===== config.mk =====
export PLATFORM = sky130hd
export DESIGN_NAME = us_ranging_scheduler_flat
export DESIGN_NICKNAME = d
export VERILOG_FILES = /design/src/rtl/us_ranging_scheduler_pkg.sv /design/src/rtl/us_ranging_scheduler_if.sv /design/src/rtl/us_ranging_scheduler_rr_pick.sv /design/src/rtl/us_ranging_scheduler.sv /design/src/flat_wrapper.sv
export SDC_FILE = /design/constraint.sdc
export NUM_CORES = 1
export LEC_CHECK = 0
export ABC_AREA = 1
export ABC_CLOCK_PERIOD_IN_PS = 2250
export CORE_MARGIN = 3
export CORE_UTILIZATION = 55
export DETAILED_ROUTE_END_ITERATION = 8
export PLACE_DENSITY = 0.88
export SLEW_MARGIN = 25
export SYNTH_ARGS = -nofsm -noshare
export SYNTH_HDL_FRONTEND = slang
export SYNTH_SLANG_ARGS = --single-unit

===== constraint.sdc =====
create_clock -name clk_50M -period 2.25 [get_ports clk_50M]
set_clock_uncertainty 0.2 [all_clocks]
set_input_delay 0.45 -clock clk_50M [delete_from_list [all_inputs] [get_ports clk_50M]]
set_output_delay 0.45 -clock clk_50M [all_outputs]
set_load 0.1 [all_outputs]

===== src/rtl/us_ranging_scheduler_pkg.sv =====
// Shared types and default timing for the ultrasonic ranging scheduler.
package us_pkg;

  typedef enum logic [2:0] {
    IDLE,
    TRIG,
    WAIT_RISE,
    MEASURE,
    GAP
  } state_t;

  localparam int CLK_HZ           = 50_000_000;
  localparam int DEF_N_SENSORS    = 3;
  localparam int DEF_TRIG_CYCLES  = 500;        // 10 us
  localparam int DEF_ECHO_TIMEOUT = 1_250_000;  // 25 ms
  localparam int DEF_GAP_CYCLES   = 3_000_000;  // 60 ms
  localparam int DEF_OBST_THRESH  = 20_000;

endpackage


===== src/rtl/us_ranging_scheduler_if.sv =====
// Control, sensor and result signals of the ranging scheduler.
// master = controlling side (drives enable/mask, sees results), slave = scheduler.
interface us_ranging_scheduler_if
  import us_pkg::*;
#(
  parameter int N_SENSORS = DEF_N_SENSORS
);
  localparam int ID_W = (N_SENSORS > 1) ? $clog2(N_SENSORS) : 1;

  logic                 enable;
  logic [N_SENSORS-1:0] sensor_mask;
  logic [N_SENSORS-1:0] echo_rx;
  logic [N_SENSORS-1:0] trigger;
  logic                 busy;
  logic                 sample_valid;
  logic [ID_W-1:0]      sample_id;
  logic [31:0]          sample_duration;
  logic                 sample_timeout;
  logic [N_SENSORS-1:0] fault;

  modport master (
    output enable, sensor_mask, echo_rx,
    input  trigger, busy, sample_valid, sample_id, sample_duration,
           sample_timeout, fault
  );

  modport slave (
    input  enable, sensor_mask, echo_rx,
    output trigger, busy, sample_valid, sample_id, sample_duration,
           sample_timeout, fault
  );

endinterface


===== src/rtl/us_ranging_scheduler_rr_pick.sv =====
// Round-robin pick: first set mask bit strictly after last_id, wrapping.
// last_id itself is considered last, so a single enabled sensor repeats.
module us_rr_pick #(
  parameter int N    = 3,
  parameter int ID_W = 2
) (
  input  logic [N-1:0]    mask,
  input  logic [ID_W-1:0] last_id,
  output logic [ID_W-1:0] next_id,
  output logic            found
);

  // scan from farthest to nearest so the nearest candidate wins
  always_comb begin
    int idx;
    found   = 1'b0;
    next_id = '0;
    idx     = 0;
    for (int k = N; k >= 1; k--) begin
      idx = (int'(last_id) + k) % N;
      if (mask[idx]) begin
        found   = 1'b1;
        next_id = ID_W'(idx);
      end
    end
  end

endmodule


===== src/rtl/us_ranging_scheduler.sv =====
// Shares one ranging engine across N ultrasonic sensors: trigger, time the
// echo-high width with timeout, then hold off for a gap before the next shot.
module us_ranging_scheduler
  import us_pkg::*;
#(
  parameter int N_SENSORS    = DEF_N_SENSORS,
  parameter int TRIG_CYCLES  = DEF_TRIG_CYCLES,
  parameter int ECHO_TIMEOUT = DEF_ECHO_TIMEOUT,
  parameter int GAP_CYCLES   = DEF_GAP_CYCLES,
  parameter int OBST_THRESH  = DEF_OBST_THRESH
) (
  input logic                  clk_50M,
  input logic                  reset,
  us_ranging_scheduler_if.slave bus
);

  localparam int ID_W = (N_SENSORS > 1) ? $clog2(N_SENSORS) : 1;

  localparam logic [31:0] TRIG_LAST = 32'(TRIG_CYCLES - 1);
  localparam logic [31:0] TO_LAST   = 32'(ECHO_TIMEOUT - 1);
  localparam logic [31:0] TO_VAL    = 32'(ECHO_TIMEOUT);
  localparam logic [31:0] GAP_LAST  = 32'(GAP_CYCLES - 1);
  localparam logic [31:0] OBST_VAL  = 32'(OBST_THRESH);

  state_t               state, state_nxt;
  logic [31:0]          cnt, cnt_nxt;
  logic [ID_W-1:0]      cur_id, last_id, next_id;
  logic                 found;
  logic [N_SENSORS-1:0] echo_m, echo_s;
  logic                 echo_sel;
  logic                 pub, pub_to;
  logic                 start;

  logic                 smp_valid, smp_to;
  logic [ID_W-1:0]      smp_id;
  logic [31:0]          smp_dur;
  logic [N_SENSORS-1:0] fault_q;

  us_rr_pick #(.N(N_SENSORS), .ID_W(ID_W)) u_pick (
    .mask    (bus.sensor_mask),
    .last_id (last_id),
    .next_id (next_id),
    .found   (found)
  );

  // two-flop synchroniser on every echo line
  always_ff @(posedge clk_50M) begin
    if (reset) begin
      echo_m <= '0;
      echo_s <= '0;
    end else begin
      echo_m <= bus.echo_rx;
      echo_s <= echo_m;
    end
  end

  assign echo_sel = echo_s[cur_id];
  assign start    = (state == IDLE) && bus.enable && found;

  // state and shared counter registers
  always_ff @(posedge clk_50M) begin
    if (reset) begin
      state <= IDLE;
      cnt   <= '0;
    end else begin
      state <= state_nxt;
      cnt   <= cnt_nxt;
    end
  end

  // next-state, counter and publish decode; counter always restarts on exit
  always_comb begin
    state_nxt = state;
    cnt_nxt   = cnt;
    pub       = 1'b0;
    pub_to    = 1'b0;
    case (state)
      IDLE: begin
        cnt_nxt = '0;
        if (start) state_nxt = TRIG;
      end
      TRIG: begin
        if (cnt == TRIG_LAST) begin
          state_nxt = WAIT_RISE;
          cnt_nxt   = '0;
        end else cnt_nxt = cnt + 32'd1;
      end
      WAIT_RISE: begin
        if (echo_sel) begin
          state_nxt = MEASURE;
          cnt_nxt   = 32'd1;
        end else if (cnt == TO_LAST) begin
          pub       = 1'b1;
          pub_to    = 1'b1;
          state_nxt = GAP;
          cnt_nxt   = '0;
        end else cnt_nxt = cnt + 32'd1;
      end
      MEASURE: begin
        if (!echo_sel) begin
          pub       = 1'b1;
          state_nxt = GAP;
          cnt_nxt   = '0;
        end else if (cnt == TO_VAL) begin
          pub       = 1'b1;
          pub_to    = 1'b1;
          state_nxt = GAP;
          cnt_nxt   = '0;
        end else cnt_nxt = cnt + 32'd1;
      end
      GAP: begin
        if (cnt == GAP_LAST) begin
          state_nxt = IDLE;
          cnt_nxt   = '0;
        end else cnt_nxt = cnt + 32'd1;
      end
      default: begin
        state_nxt = IDLE;
        cnt_nxt   = '0;
      end
    endcase
  end

  // sensor selection, result registers and per-sensor obstacle flags
  always_ff @(posedge clk_50M) begin
    if (reset) begin
      cur_id    <= '0;
      last_id   <= ID_W'(N_SENSORS - 1);
      smp_valid <= 1'b0;
      smp_id    <= '0;
      smp_dur   <= '0;
      smp_to    <= 1'b0;
      fault_q   <= '0;
    end else begin
      if (start) cur_id <= next_id;
      smp_valid <= pub;
      if (pub) begin
        smp_id          <= cur_id;
        smp_dur         <= pub_to ? TO_VAL : cnt;
        smp_to          <= pub_to;
        last_id         <= cur_id;
        fault_q[cur_id] <= !pub_to && (cnt < OBST_VAL);
      end
    end
  end

  // one-hot trigger decoded from registered state
  always_comb begin
    bus.trigger = '0;
    if (state == TRIG) bus.trigger[cur_id] = 1'b1;
  end

  assign bus.busy            = (state != IDLE);
  assign bus.sample_valid    = smp_valid;
  assign bus.sample_id       = smp_id;
  assign bus.sample_duration = smp_dur;
  assign bus.sample_timeout  = smp_to;
  assign bus.fault           = fault_q;

endmodule

===== src/flat_wrapper.sv =====
// flat-port wrapper written by rule: the top's interface ports become plain ports
module us_ranging_scheduler_flat import us_pkg::*;
#(
  parameter int N_SENSORS    = DEF_N_SENSORS,
  parameter int TRIG_CYCLES  = DEF_TRIG_CYCLES,
  parameter int ECHO_TIMEOUT = DEF_ECHO_TIMEOUT,
  parameter int GAP_CYCLES   = DEF_GAP_CYCLES,
  parameter int OBST_THRESH  = DEF_OBST_THRESH
)
  (clk_50M, reset, bus_enable, bus_sensor_mask, bus_echo_rx, bus_trigger, bus_busy, bus_sample_valid, bus_sample_id, bus_sample_duration, bus_sample_timeout, bus_fault);
  us_ranging_scheduler_if #(.N_SENSORS(N_SENSORS)) bus_i ();
  input logic clk_50M;
  input logic reset;
  input wire logic [$bits(bus_i.enable)-1:0] bus_enable;
  input wire logic [$bits(bus_i.sensor_mask)-1:0] bus_sensor_mask;
  input wire logic [$bits(bus_i.echo_rx)-1:0] bus_echo_rx;
  output wire logic [$bits(bus_i.trigger)-1:0] bus_trigger;
  output wire logic [$bits(bus_i.busy)-1:0] bus_busy;
  output wire logic [$bits(bus_i.sample_valid)-1:0] bus_sample_valid;
  output wire logic [$bits(bus_i.sample_id)-1:0] bus_sample_id;
  output wire logic [$bits(bus_i.sample_duration)-1:0] bus_sample_duration;
  output wire logic [$bits(bus_i.sample_timeout)-1:0] bus_sample_timeout;
  output wire logic [$bits(bus_i.fault)-1:0] bus_fault;
  assign bus_i.enable = bus_enable;
  assign bus_i.sensor_mask = bus_sensor_mask;
  assign bus_i.echo_rx = bus_echo_rx;
  assign bus_trigger = bus_i.trigger;
  assign bus_busy = bus_i.busy;
  assign bus_sample_valid = bus_i.sample_valid;
  assign bus_sample_id = bus_i.sample_id;
  assign bus_sample_duration = bus_i.sample_duration;
  assign bus_sample_timeout = bus_i.sample_timeout;
  assign bus_fault = bus_i.fault;
  us_ranging_scheduler #(.N_SENSORS(N_SENSORS), .TRIG_CYCLES(TRIG_CYCLES), .ECHO_TIMEOUT(ECHO_TIMEOUT), .GAP_CYCLES(GAP_CYCLES), .OBST_THRESH(OBST_THRESH)) u_core (.clk_50M(clk_50M), .reset(reset), .bus(bus_i));
endmodule

==> results of run 1 <==
worst max-delay path: cells and delay by family, from the launching register on:
| kind | cells | cell delay (ns) |
|---|---|---|
| flops | 1 | 0.36 |
| buf+inv | 3 | 0.43 |
| simple gates | 2 | 0.39 |
power by group through the flow:
stage,clock [µW],sequential (µW),combinational (µW)
3_3_place_gp,0,1680,1910
5_1_grt,1180,1670,2270
6_report,1100,1660,2130
3_5_place_dp,0,1690,1950
4_1_cts,1110,1650,1960
2_1_floorplan,0,2150,1010
path summary, 6_finish.rpt:
check	from	to	cells past startpoint
min reg2reg	u_core.echo_m[0]$_SDFF_PP0_	u_core.echo_s[0]$_SDFF_PP0_	2
max	u_core.state[1]$_SDFFE_PP0P_	bus_busy	5
min	u_core.echo_m[0]$_SDFF_PP0_	u_core.echo_s[0]$_SDFF_PP0_	2
max reg2reg	u_core.cnt[27]$_SDFF_PP0_	u_core.cnt[8]$_SDFF_PP0_	13
final cells by class:
class                           count  area, µm²  share of cell area, %
Multi-Input combinational cell    409       2120                   40.6
Sequential cell                    83       1670                   32.0
Timing Repair Buffer               84        790                   15.1
Inverter                           84        315                   6.04
Clock buffer                       11        141                   2.71
Tap cell                           99        124                   2.37
Clock inverter                      5       61.3                   1.17
what timing repair did:
action                                  in CTS  in global routing
buffers inserted                             0                  6
endpoints found under the setup margin       0                 37
gates resized for setup                      0                 19
per-stage QoR:
stage / setup WS [ns] / hold slack [ns] / instances
global route: -0.0678 / 0.241 / 775
global placement: 0.0538 / 0.191 / 751
floorplan: -0.378 / 0.188 / 594
CTS: 0.0224 / 0.208 / 767
finish: 0.0609 / 0.205 / 775
detailed placement: 0.0195 / 0.196 / 751
state kept, by name (all words and copies together) (netlist names):
signal and cells:
u_core.echo_m 3, u_core.bus.sample_id 2, u_core.bus.sample_valid 1, u_core.cnt 32, u_core.cur_id 2, u_core.state 3
u_core.bus.fault 3, u_core.bus.sample_timeout 1, u_core.last_id 1, u_core.bus.sample_duration 32, u_core.echo_s 3
logic make-up (layout without fill, tap and decap cells):
logic type / Yosys count / in the layout / synth area share, %
adders and majority gates: 5 / 5 / 1.50
buffers and inverters: 102 / 184 / 10.8
AOI/OAI and AO/OA: 92 / 92 / 13.3
and+or+nand+nor: 296 / 296 / 31.4
xor gates and xnor gates: 16 / 16 / 3.35
DFF: 83 / 83 / 39.8
per-layer routing:
metal  share of wire, %  routed length (µm)  GRT usage [%]
met3                4.8                 550           4.02
met1                 46                5260           34.1
met2                 48                5490           42.5
met4                1.8                 202           9.89
met5                  0                   0              0
synth_stat cells (all sizes together):
library cell  number
nor3b              1
nor4               3
dfxtp             83
clkbuf             5
o2111ai            1
xor2              14
o21a              12
nor3              19
a31oi              2
o211ai             2
nor2             110
or2                2
o21ai             30
inv               84
nand4             11
xnor2              2
ha                 5
nand3             37
nand2            113
a21oi             45
buf               13
==> results.rst, run 1 <==
.. list-table::
   :header-rows: 1

   * - Metric
     - Value
   * - Count of H-tree levels built during CTS
     - 3
   * - Cell area after technology mapping
     - about 4200 µm²
   * - CTS tree
     - built
   * - Highest cell delay on the worst timing path
     - around 0.36 ns
   * - Initial antenna violation count
     - 0
   * - Worst voltage drop across the vdd grid
     - around 440 µV
   * - Combinational Power Share
     - between 40% and 50%
   * - Number of detailed-routing iterations run before antenna repair
     - 5
   * - Drt total wl
     - 11.5 mm
   * - Fraction of power consumed by the clock network
     - between 20% and 30%
   * - Global-route wire length before repair
     - 17.7 mm
   * - Number of remaining DRC errors
     - 0
   * - Ordered cell list for the critical path
     - nor2_1, inv_1, nor2_1, inv_1, buf_12
   * - Pin count of the biggest net entering global routing
     - 24
   * - Mean number of vias per cell
     - ~5.3
   * - Vias in the first global route
     - about 3.8k
   * - Top-area cell type share of the netlist area
     - 39.8%
   * - Clock slew at reported path FFs
     - about 0.090 ns
   * - I/O Buffers
     - between 50 and 60
   * - Antenna diode instance count
     - 0
   * - Reg power frac
     - 33.9%
   * - Top library cells by usage in the layout, fill and taps aside
     - sky130_fd_sc_hd__nand2_1, sky130_fd_sc_hd__nor2_1, sky130_fd_sc_hd__inv_1, sky130_fd_sc_hd__dfxtp_1, sky130_fd_sc_hd__buf_4
   * - Starting density of the core
     - about 57%
   * - IO Pins
     - 52
   * - Switching part of the total power
     - a little over two fifths
   * - Layout net count
     - ~700
   * - Fin. Hold Viols
     - 0
   * - Power per unit of standard cell area
     - ~940 nW/µm²
   * - Minimum setup slack among reg-to-reg paths
     - 0.10 ns
   * - Core area
     - between 7000 and 8000 µm²
   * - Most common library cell in the layout ignoring fill and taps
     - sky130_fd_sc_hd__nand2_1
   * - Endpoints failing setup
     - 0
   * - Vertical die dimension
     - slightly above 90 µm
   * - Slowest CP cell
     - sky130_fd_sc_hd__dfxtp_1
   * - Net Count, Synth
     - approximately 610
   * - Setup crit start kind
     - register
   * - Synthesized flop and latch total
     - between 80 and 90
   * - Peak clock frequency supported by timing
     - between 400 and 500 MHz
   * - Routed len/inst
     - roughly 15 µm
   * - Cell types occupying the most area after synthesis
     - sky130_fd_sc_hd__dfxtp_1, sky130_fd_sc_hd__nand2_1, sky130_fd_sc_hd__nor2_1, sky130_fd_sc_hd__inv_1, sky130_fd_sc_hd__nand3_1
   * - Power dissipated by switching net loads
     - ~2100 µW
   * - Full die area
     - 8680 µm²
   * - Die Wd
     - about 93 µm
   * - Worst Tran Pin Value
     - roughly 0.5 ns
   * - Class of the most critical hold timing path
     - reg -> reg
   * - Critical path required time
     - ~1.6 ns
   * - GRT overflow
     - 0
   * - Number of distinct standard cells referenced by the synthesized netlist
     - 33
   * - RSZ-0062 raised after global routing
     - true
   * - Relative max-transition margin
     - about two thirds
   * - Number of buffers inserted during clock tree synthesis
     - 9
   * - Clock Root Buffer
     - sky130_fd_sc_hd__clkbuf_8
   * - Slew Viols, Final
     - 0
   * - Number of warning messages in the yosys log
     - 0
   * - Sequential share of the synthesized area
     - ~40%
   * - Clock sink count
     - 83
   * - Placer congestion estimate
     - roughly 0.95
   * - Fin util
     - between 70% and 80%
   * - Clock latency at the later pin of the worst-skew pair
     - about 0.36 ns
   * - Final worst path period need
     - about 2.2 ns
   * - Placed cell areas
     - 4860 µm²
   * - Sum of negative setup slack
     - 0 ns
   * - CTS max path bufs
     - 2
   * - Cells after Synth
     - between 500 and 600
   * - GRT Overall Usage
     - approximately a quarter
   * - Row count
     - 31
   * - Area leader, netlist
     - sky130_fd_sc_hd__dfxtp_1
   * - Signal arrival time at the worst endpoint
     - roughly 1.5 ns
   * - Leakage component of the power
     - between 0.002 and 0.0025 µW
   * - Fraction of layout instances using a drive strength above 1
     - approximately a fifth
   * - Remaining antenna violation count
     - 0
   * - Final Cycle Share
     - between 90% and 100%
   * - Estimated wirelength of the detail-placed design
     - about 8.4 mm
   * - Reported max-cap violation count
     - 0
   * - Hold buffer count at cts
     - 0
   * - Synth Area per Inst
     - between 7 and 8 µm²
   * - Highest fanout seen on the critical path
     - 4
   * - Final Power
     - slightly below 5000 µW
   * - Synth-to-Final Area Change
     - 24.9%
   * - Critical path start-end classification
     - reg -> out
   * - Number of inserted filler cells in the final layout
     - approximately 600
   * - Pint
     - between 2000 and 3000 µW
   * - Crit end category
     - output port
   * - Result of the run
     - completed
   * - Vias after detailed routing
     - ~4.1k
   * - Final std cell area, no fill
     - 5220 µm²
   * - Initial DRC count
     - 268
No activity file was read; power rests on OpenSTA's default activity.
==> inputs of run 2 (changes only) <==
--- a/config.mk
+++ b/config.mk
@@ -5,12 +5,12 @@
 export SDC_FILE = /design/constraint.sdc
 export NUM_CORES = 1
 export LEC_CHECK = 0
-export ABC_AREA = 1
+export ABC_AREA = 0
 export ABC_CLOCK_PERIOD_IN_PS = 2250
-export CORE_MARGIN = 3
+export CORE_MARGIN = 1.5
 export CORE_UTILIZATION = 55
 export DETAILED_ROUTE_END_ITERATION = 8
-export PLACE_DENSITY = 0.88
+export PLACE_DENSITY = 0.89
 export SLEW_MARGIN = 25
 export SYNTH_ARGS = -nofsm -noshare
 export SYNTH_HDL_FRONTEND = slang
==> run 2 against run 1 <==
The flow now finishes with violations (setup timing); area after synthesis is 6.8% lower; worst setup slack worse by 0.52 ns; critical path depth is 3 higher; utilization up 12 points; non-clock buffer count up 51; critical path type is now reg -> reg; largest power group unchanged; highest routed layer unchanged.
==> results.rst, run 2 <==
.. list-table::
   :header-rows: 1

   * - Metric
     - Value
   * - Result of the run
     - finished with violations
   * - Violated checks
     - setup timing
   * - Class of the most critical hold timing path
     - reg -> reg
   * - Simple-gate area share of the yosys netlist
     - between 20 and 30%
   * - Global-route met3 utilization
     - between 4 and 5%
   * - Cell area after technology mapping
     - around 3900 µm²
   * - Leakage component of the power
     - between 0.002 and 0.0025 µW
   * - Cell types occupying the most area after synthesis
     - sky130_fd_sc_hd__dfxtp_1, sky130_fd_sc_hd__nand2_1, sky130_fd_sc_hd__a21oi_1, sky130_fd_sc_hd__nor3_1, sky130_fd_sc_hd__xor2_1
   * - Worst Tran Pin Value
     - approximately 0.7 ns
   * - Global-route wire length before repair
     - around 19 mm
   * - Synth Area per Inst
     - about 8.4 µm²
   * - Sum of negative setup slack
     - -25.27 ns
   * - Fraction of power consumed by the clock network
     - about 23%
   * - Final Cycle Share
     - 120%
   * - Clock sink count
     - slightly above 80
   * - Predominant post-synthesis flop cell
     - sky130_fd_sc_hd__dfxtp_1
   * - Estimated wirelength of the detail-placed design
     - 6.90 mm
   * - Fin. Hold Viols
     - 0
   * - Number of warning messages in the yosys log
     - 0
   * - Compound-Gate Fraction of Synth Area
     - between 10% and 20%
   * - Minimum setup slack among reg-to-reg paths
     - -0.46 ns
   * - Synthesized flop and latch total
     - 83
   * - Vias in the first global route
     - ~3.8k
   * - I/O Buffers
     - a little over 50
   * - Dominant combinational cell family by area after synthesis
     - simple AND/OR/NAND/NOR gates
   * - Most common library cell in the layout ignoring fill and taps
     - sky130_fd_sc_hd__buf_4
   * - Layout net count
     - 592
   * - Fraction of layout instances using a drive strength above 1
     - between 30 and 40%
   * - Number of buffers inserted during clock tree synthesis
     - 9
   * - Reg power frac
     - ~35%
   * - Power per unit of standard cell area
     - 807 nW/µm²
   * - Pint
     - 2720 µW
   * - Number of distinct standard cells referenced by the synthesized netlist
     - 60
   * - Post-synthesis mux area share
     - 1.54%
   * - CTS max path bufs
     - 2
   * - Async SR Flop Fraction
     - 0%
   * - Slew Viols, Final
     - 0
   * - Net Count, Synth
     - approximately 480
   * - Area leader, netlist
     - sky130_fd_sc_hd__dfxtp_1
   * - Placed cell areas
     - 4810 µm²
   * - CTS tree
     - built
   * - Critical path start-end classification
     - reg -> reg
   * - Starting density of the core
     - around 57%
   * - Reported max-cap violation count
     - 0
   * - Setup crit start kind
     - register
   * - Signal arrival time at the worst endpoint
     - 2.74 ns
   * - Top library cells by usage in the layout, fill and taps aside
     - sky130_fd_sc_hd__buf_4, sky130_fd_sc_hd__dfxtp_1, sky130_fd_sc_hd__nand2_1, sky130_fd_sc_hd__nor3_1, sky130_fd_sc_hd__a21oi_2
   * - Row count
     - 30
   * - Die Wd
     - about 87 µm
   * - Initial antenna violation count
     - 0
   * - Synth-to-Final Area Change
     - 47.3%
   * - Crit end category
     - register
   * - Top-area cell type share of the netlist area
     - around 43%
   * - Drt total wl
     - approximately 15 mm
   * - GRT Overall Usage
     - between 30% and 40%
   * - Final worst path period need
     - between 2 and 3 ns
   * - Xor and xnor area share after synthesis
     - around 7%
   * - Grt met1 use
     - 40.9%
   * - Most instantiated library cell after synthesis
     - sky130_fd_sc_hd__nand2_1
   * - Mean number of vias per cell
     - between 6 and 7
   * - Routed len/inst
     - about 23 µm
   * - Combinational Power Share
     - between 40% and 50%
   * - Number of detailed-routing iterations run before antenna repair
     - 8
   * - Fin util
     - about 84%
   * - Clock slew at reported path FFs
     - ~0.090 ns
   * - Number of remaining DRC errors
     - 0
   * - Most instantiated cells after synthesis
     - sky130_fd_sc_hd__nand2_1, sky130_fd_sc_hd__dfxtp_1, sky130_fd_sc_hd__a21oi_1
   * - Final std cell area, no fill
     - 5740 µm²
   * - Met2 Usage GRT
     - between 50% and 60%
   * - IO Pins
     - between 50 and 60
   * - Vias after detailed routing
     - 4454
   * - Remaining antenna violation count
     - 0
   * - Core area
     - about 6800 µm²
   * - Initial DRC count
     - 650
   * - Count of H-tree levels built during CTS
     - 3
   * - Relative max-transition margin
     - 52.3%
   * - Worst voltage drop across the vdd grid
     - between 500 and 600 µV
   * - Power dissipated by switching net loads
     - approximately 1900 µW
   * - Cells after Synth
     - about 470
   * - Worst path setup slack after routing
     - -0.457 ns
   * - GRT overflow
     - 0
   * - Peak clock frequency supported by timing
     - 369 MHz
   * - Clock latency at the later pin of the worst-skew pair
     - between 0.3 and 0.4 ns
   * - Clock Root Buffer
     - sky130_fd_sc_hd__clkbuf_8
   * - Endpoints failing setup
     - 76
   * - Antenna diode instance count
     - 0
   * - Worst Reg-to-Reg Cells
     - 8
   * - Critical path required time
     - ~2.3 ns
   * - Number of stages on the worst hold path
     - 1
   * - Adder-cell area share of the yosys netlist
     - ~1.6%
   * - Switching part of the total power
     - roughly 41%
   * - Highest fanout seen on the critical path
     - 8
   * - Full die area
     - 7600 µm²
   * - Sequential share of the synthesized area
     - 42.7%
   * - Number of enable-type register cells in the synthesized netlist
     - 0
   * - RSZ-0062 raised after global routing
     - true
   * - Highest-utilization routing layer at the global route stage
     - met2
   * - Pin count of the biggest net entering global routing
     - 33
   * - Vertical die dimension
     - between 80 and 90 µm
   * - Placer congestion estimate
     - 0.890
-- run 2: cell types whose count changed after synthesis, sizes merged, moves of 10 or more --
cell and delta:
nand2 -29, nor2b +10, o21ai -22, nand3 -25, nor3 +17, clkbuf +12
inv -76, nor2 -90
-- run 2: worst paths after layout --
path	end	start
setup / recovery	u_core.cnt[6]$_SDFF_PP0_	u_core.cnt[10]$_SDFF_PP0_
hold / removal	u_core.echo_s[2]$_SDFF_PP0_	u_core.echo_m[2]$_SDFF_PP0_
setup reg to reg	u_core.cnt[6]$_SDFF_PP0_	u_core.cnt[10]$_SDFF_PP0_
hold reg to reg	u_core.echo_s[2]$_SDFF_PP0_	u_core.echo_m[2]$_SDFF_PP0_
-- run 2: critical path, cell delays in order (launching register included) --
cell and delay [ns]:
sky130_fd_sc_hd__dfxtp_1 0.35, sky130_fd_sc_hd__nor4_2 0.41, sky130_fd_sc_hd__nand4b_1 0.30, sky130_fd_sc_hd__or2_1 0.35, sky130_fd_sc_hd__a221o_1 0.40, sky130_fd_sc_hd__a21oi_4 0.20
sky130_fd_sc_hd__buf_6 0.14, sky130_fd_sc_hd__buf_12 0.14, sky130_fd_sc_hd__nor3_1 0.08
-- run 2: what timing repair did --
item / in CTS / in global routing
resized for setup: 40 / 83
gates cloned: 2 / 5
endpoints found under the setup margin: 74 / 76
hold buffers: 0 / 0
setup buffers: 8 / 8
pin swaps: 12 / 51
-- run 2: cell families (layout without fill, tap and decap cells) --
family / after synthesis / in the layout
xor+xnor: 31 / 31
fa+ha+maj: 5 / 5
compound gates: 78 / 78
buf+inv: 41 / 159
simple gates: 221 / 221
mux: 6 / 6
flops: 83 / 83
-- run 2: layout make-up --
| type | count | area [µm²] |
|---|---|---|
| clock buffer | 10 | 138 |
| clock inverter | 6 | 47.5 |
| fill | 324 | 1090 |
| inverter | 8 | 30.0 |
| multi-input combinational | 341 | 2480 |
| sequential | 83 | 1670 |
| tap | 96 | 120 |
| timing repair buffer | 135 | 1250 |
-- run 2: per-layer routing --
metal  up-vias  part of all wire [%]  wire length, µm
met3       120                    10             1580
li1       1849                     -                -
met2       422                    46             7160
met4         0                   7.5             1160
met5         -                     0                0
met1      2063                    36             5530
-- run 2: power by group through the flow --
| stage | registers (µW) | logic, µW | clock network [µW] |
|---|---|---|---|
| 4_1_cts | 1580 | 1590 | 1020 |
| 6_report | 1600 | 1970 | 1060 |
| 5_1_grt | 1600 | 1990 | 1110 |
| 3_3_place_gp | 1600 | 1290 | 0 |
| 2_1_floorplan | 1650 | 876 | 0 |
| 3_5_place_dp | 1610 | 1320 | 0 |
-- run 2: metrics by stage --
| stage | hold WS [ns] | setup WS [ns] | power (µW) | instances |
|---|---|---|---|---|
| finish | 0.254 | -0.457 | 4630 | 679 |
| global placement | 0.221 | -0.0708 | 2890 | 641 |
| global route | 0.258 | -0.387 | 4700 | 679 |
| CTS | 0.249 | -0.0805 | 4190 | 667 |
| detailed placement | 0.230 | -0.170 | 2920 | 641 |
| floorplan | 0.214 | -0.110 | 2520 | 465 |
==> inputs of run 3 (changes only) <==
--- a/config.mk
+++ b/config.mk
@@ -6,7 +6,7 @@
 export NUM_CORES = 1
 export LEC_CHECK = 0
 export ABC_AREA = 0
-export ABC_CLOCK_PERIOD_IN_PS = 2250
+export ABC_CLOCK_PERIOD_IN_PS = 3100
 export CORE_MARGIN = 1.5
 export CORE_UTILIZATION = 55
 export DETAILED_ROUTE_END_ITERATION = 8
==> constraint.sdc (replaced) <==
create_clock -name clk_50M -period 3.1 [get_ports clk_50M]
set_clock_uncertainty 0.2 [all_clocks]
set_input_delay 0.62 -clock clk_50M [delete_from_list [all_inputs] [get_ports clk_50M]]
set_output_delay 0.62 -clock clk_50M [all_outputs]
set_load 0.1 [all_outputs]
==> run 3 against run 2 <==
The flow now finishes without violations; register-to-register slack gained 0.84 ns; via count shrank 23%; sequential power shrank 27%; non-clock buffer count shrank 76; critical endpoint is now bus_trigger[2]; design area shrank 21%; final cell count shrank 11%; critical path depth shrank 4.
==> results.rst, run 3 (synthesis gave the netlist of run 2 again) <==
.. list-table::
   :header-rows: 1

   * - Metric
     - Value
   * - Result of the run
     - completed
   * - Row count
     - 30
   * - Sum of negative setup slack
     - 0 ns
   * - Critical path required time
     - about 2.3 ns
   * - Endpoints failing setup
     - 0
   * - Global-route wire length before repair
     - 14.6 mm
   * - Final Power
     - between 2000 and 3000 µW
   * - I/O Buffers
     - just over 50
   * - IO Pins
     - 52
   * - CTS max path bufs
     - 2
   * - Placer congestion estimate
     - between 0.9 and 1
   * - GRT overflow
     - 0
   * - Top cell family by delay on the critical path
     - simple AND/OR/NAND/NOR gates
   * - Count of H-tree levels built during CTS
     - 3
   * - Number of stages on the worst hold path
     - 1
   * - Clock sink count
     - 83
   * - Startpoint of the most critical register-to-register path
     - u_core.state[0]$_SDFFE_PP0P_
   * - Pin count of the biggest net entering global routing
     - 35
   * - Switching part of the total power
     - a little under two fifths
   * - Number of buffers inserted during clock tree synthesis
     - 9
   * - Fraction of layout instances using a drive strength above 1
     - between 10% and 20%
   * - Post-CTS Setup Inserts
     - 0
   * - Signal arrival time at the worst endpoint
     - approximately 2.0 ns
   * - Vias in the first global route
     - 3132
   * - Starting density of the core
     - approximately 57%
   * - Number of remaining DRC errors
     - 0
   * - Number of detailed-routing iterations run before antenna repair
     - 4
   * - Estimated wirelength of the detail-placed design
     - between 6 and 7 mm
   * - Setup crit start kind
     - register
   * - Highest cell delay on the worst timing path
     - between 0.5 and 0.6 ns
   * - Final Cycle Share
     - approximately nine tenths
   * - Fin. Hold Viols
     - 0
   * - Class of the most critical hold timing path
     - reg -> reg
   * - Slowest CP cell
     - sky130_fd_sc_hd__dfxtp_1
   * - Die Wd
     - just under 90 µm
   * - Power dissipated by switching net loads
     - 998 µW
   * - Crit end category
     - output port
   * - Critical path start-end classification
     - reg -> out
   * - Antenna diode instance count
     - 0
   * - Final worst path period need
     - 2.78 ns
   * - Clock slew at reported path FFs
     - ~0.080 ns
   * - GRT Overall Usage
     - 24.4%
   * - Clock Root Buffer
     - sky130_fd_sc_hd__clkbuf_8
   * - Relative max-transition margin
     - 56.0%
   * - Vias after detailed routing
     - 3441
   * - Mean number of vias per cell
     - between 5 and 6
   * - Remaining antenna violation count
     - 0
   * - Clock latency at the later pin of the worst-skew pair
     - between 0.3 and 0.4 ns
   * - Reg power frac
     - a little over two fifths
   * - Peak clock frequency supported by timing
     - 359 MHz
   * - Slew Viols, Final
     - 0
   * - Resize count post-CTS
     - 0
   * - Power per unit of standard cell area
     - 591 nW/µm²
   * - Top library cells by usage in the layout, fill and taps aside
     - sky130_fd_sc_hd__nand2_1, sky130_fd_sc_hd__dfxtp_1, sky130_fd_sc_hd__buf_4, sky130_fd_sc_hd__a21oi_1, sky130_fd_sc_hd__nor3_1
   * - Reported max-cap violation count
     - 0
   * - Ordered cell list for the critical path
     - inv_1, or3_1, nor2_1, buf_12
   * - Worst Reg-to-Reg Cells
     - 7
   * - Minimum setup slack among reg-to-reg paths
     - around 0.38 ns
   * - Start point of the worst hold path
     - u_core.echo_m[2]$_SDFF_PP0_
   * - Most common library cell in the layout ignoring fill and taps
     - sky130_fd_sc_hd__nand2_1
   * - Worst slack at placement
     - between 0.4 and 0.5 ns
   * - Number of inserted filler cells in the final layout
     - between 500 and 600
   * - Sum of buffers and inverters on the critical path
     - 2
   * - Highest fanout seen on the critical path
     - 12
   * - Full die area
     - 7600 µm²
   * - Fraction of power consumed by the clock network
     - 27.3%
   * - Worst path setup slack after routing
     - 0.316 ns
   * - Core area
     - 6830 µm²
   * - CTS tree
     - built
   * - Vertical die dimension
     - about 87 µm
   * - Routed len/inst
     - 14.8 µm
   * - Leakage component of the power
     - between 0.0015 and 0.002 µW
   * - Drt total wl
     - a little under 9 mm
   * - RSZ-0062 raised after global routing
     - false
   * - Layout net count
     - 516
   * - Sink of the worst hold path
     - u_core.echo_s[2]$_SDFF_PP0_
   * - Worst R2R End
     - u_core.bus.sample_duration[4]$_SDFFE_PP0P_
   * - Initial DRC count
     - 293
   * - Synth-to-Final Area Change
     - 16.2%
   * - Initial antenna violation count
     - 0
   * - Combinational Power Share
     - 28.9%
   * - Worst voltage drop across the vdd grid
     - roughly 290 µV
   * - Pint
     - approximately 1700 µW
   * - Worst Tran Pin Value
     - between 0.6 and 0.7 ns
   * - Hold buffer count at cts
     - 0
## run 3: metrics by stage
step	hold slack, ns	instance area, µm²	util (%)	instances
final	0.239	4520	66.2	602
after global routing	0.273	4520	66.2	602
after CTS	0.243	4520	66.2	602
after detailed placement	0.220	4340	63.6	587
after global placement	0.221	4340	63.6	587
after floorplan	0.214	3900	-	465
## run 3: power by group through the flow
stage          clock network [µW]  registers (µW)  logic (µW)
6_report                      730            1170         774
5_1_grt                       793            1180         816
4_1_cts                       738            1170         765
3_5_place_dp                    0            1190         761
3_3_place_gp                    0            1190         749
2_1_floorplan                   0            1190         610
## run 3: final cells by class
cell class	instances	area (µm²)	share of cell area [%]
multi-input cells	341	2030	44.9
flip-flops and latches	83	1660	36.7
clock buffers	9	124	2.74
clock inverters	6	57.6	1.27
inverters	8	30.0	0.664
well taps	96	120	2.65
repair buffers	59	500	11.1
## run 3: worst max path at each step
stage / start / end / slack [ns] / cells after the start
after floorplan: u_core.state[0]$_SDFFE_PP0P_ / bus_trigger[1] / 0.16 / 3
final: u_core.state[0]$_SDFFE_PP0P_ / bus_trigger[2] / 0.32 / 4
after global routing: u_core.cur_id[1]$_SDFFE_PP0P_ / u_core.bus.sample_duration[23]$_SDFFE_PP0P_ / 0.15 / 7
after detailed placement: u_core.state[0]$_SDFFE_PP0P_ / u_core.bus.sample_duration[4]$_SDFFE_PP0P_ / 0.43 / 7
after global placement: u_core.state[0]$_SDFFE_PP0P_ / u_core.bus.sample_duration[4]$_SDFFE_PP0P_ / 0.46 / 7
after CTS: u_core.state[0]$_SDFFE_PP0P_ / bus_trigger[2] / 0.32 / 4
## run 3: routing by layer
| metal | global-route usage, % | vias up | routed length, µm |
|---|---|---|---|
| li1 | - | 1688 | - |
| met2 | 39.7 | 111 | 4290 |
| met3 | 3.98 | 20 | 407 |
| met1 | 32.1 | 1622 | 4000 |
| met5 | 0 | - | 0 |
| met4 | 10.5 | 0 | 183 |
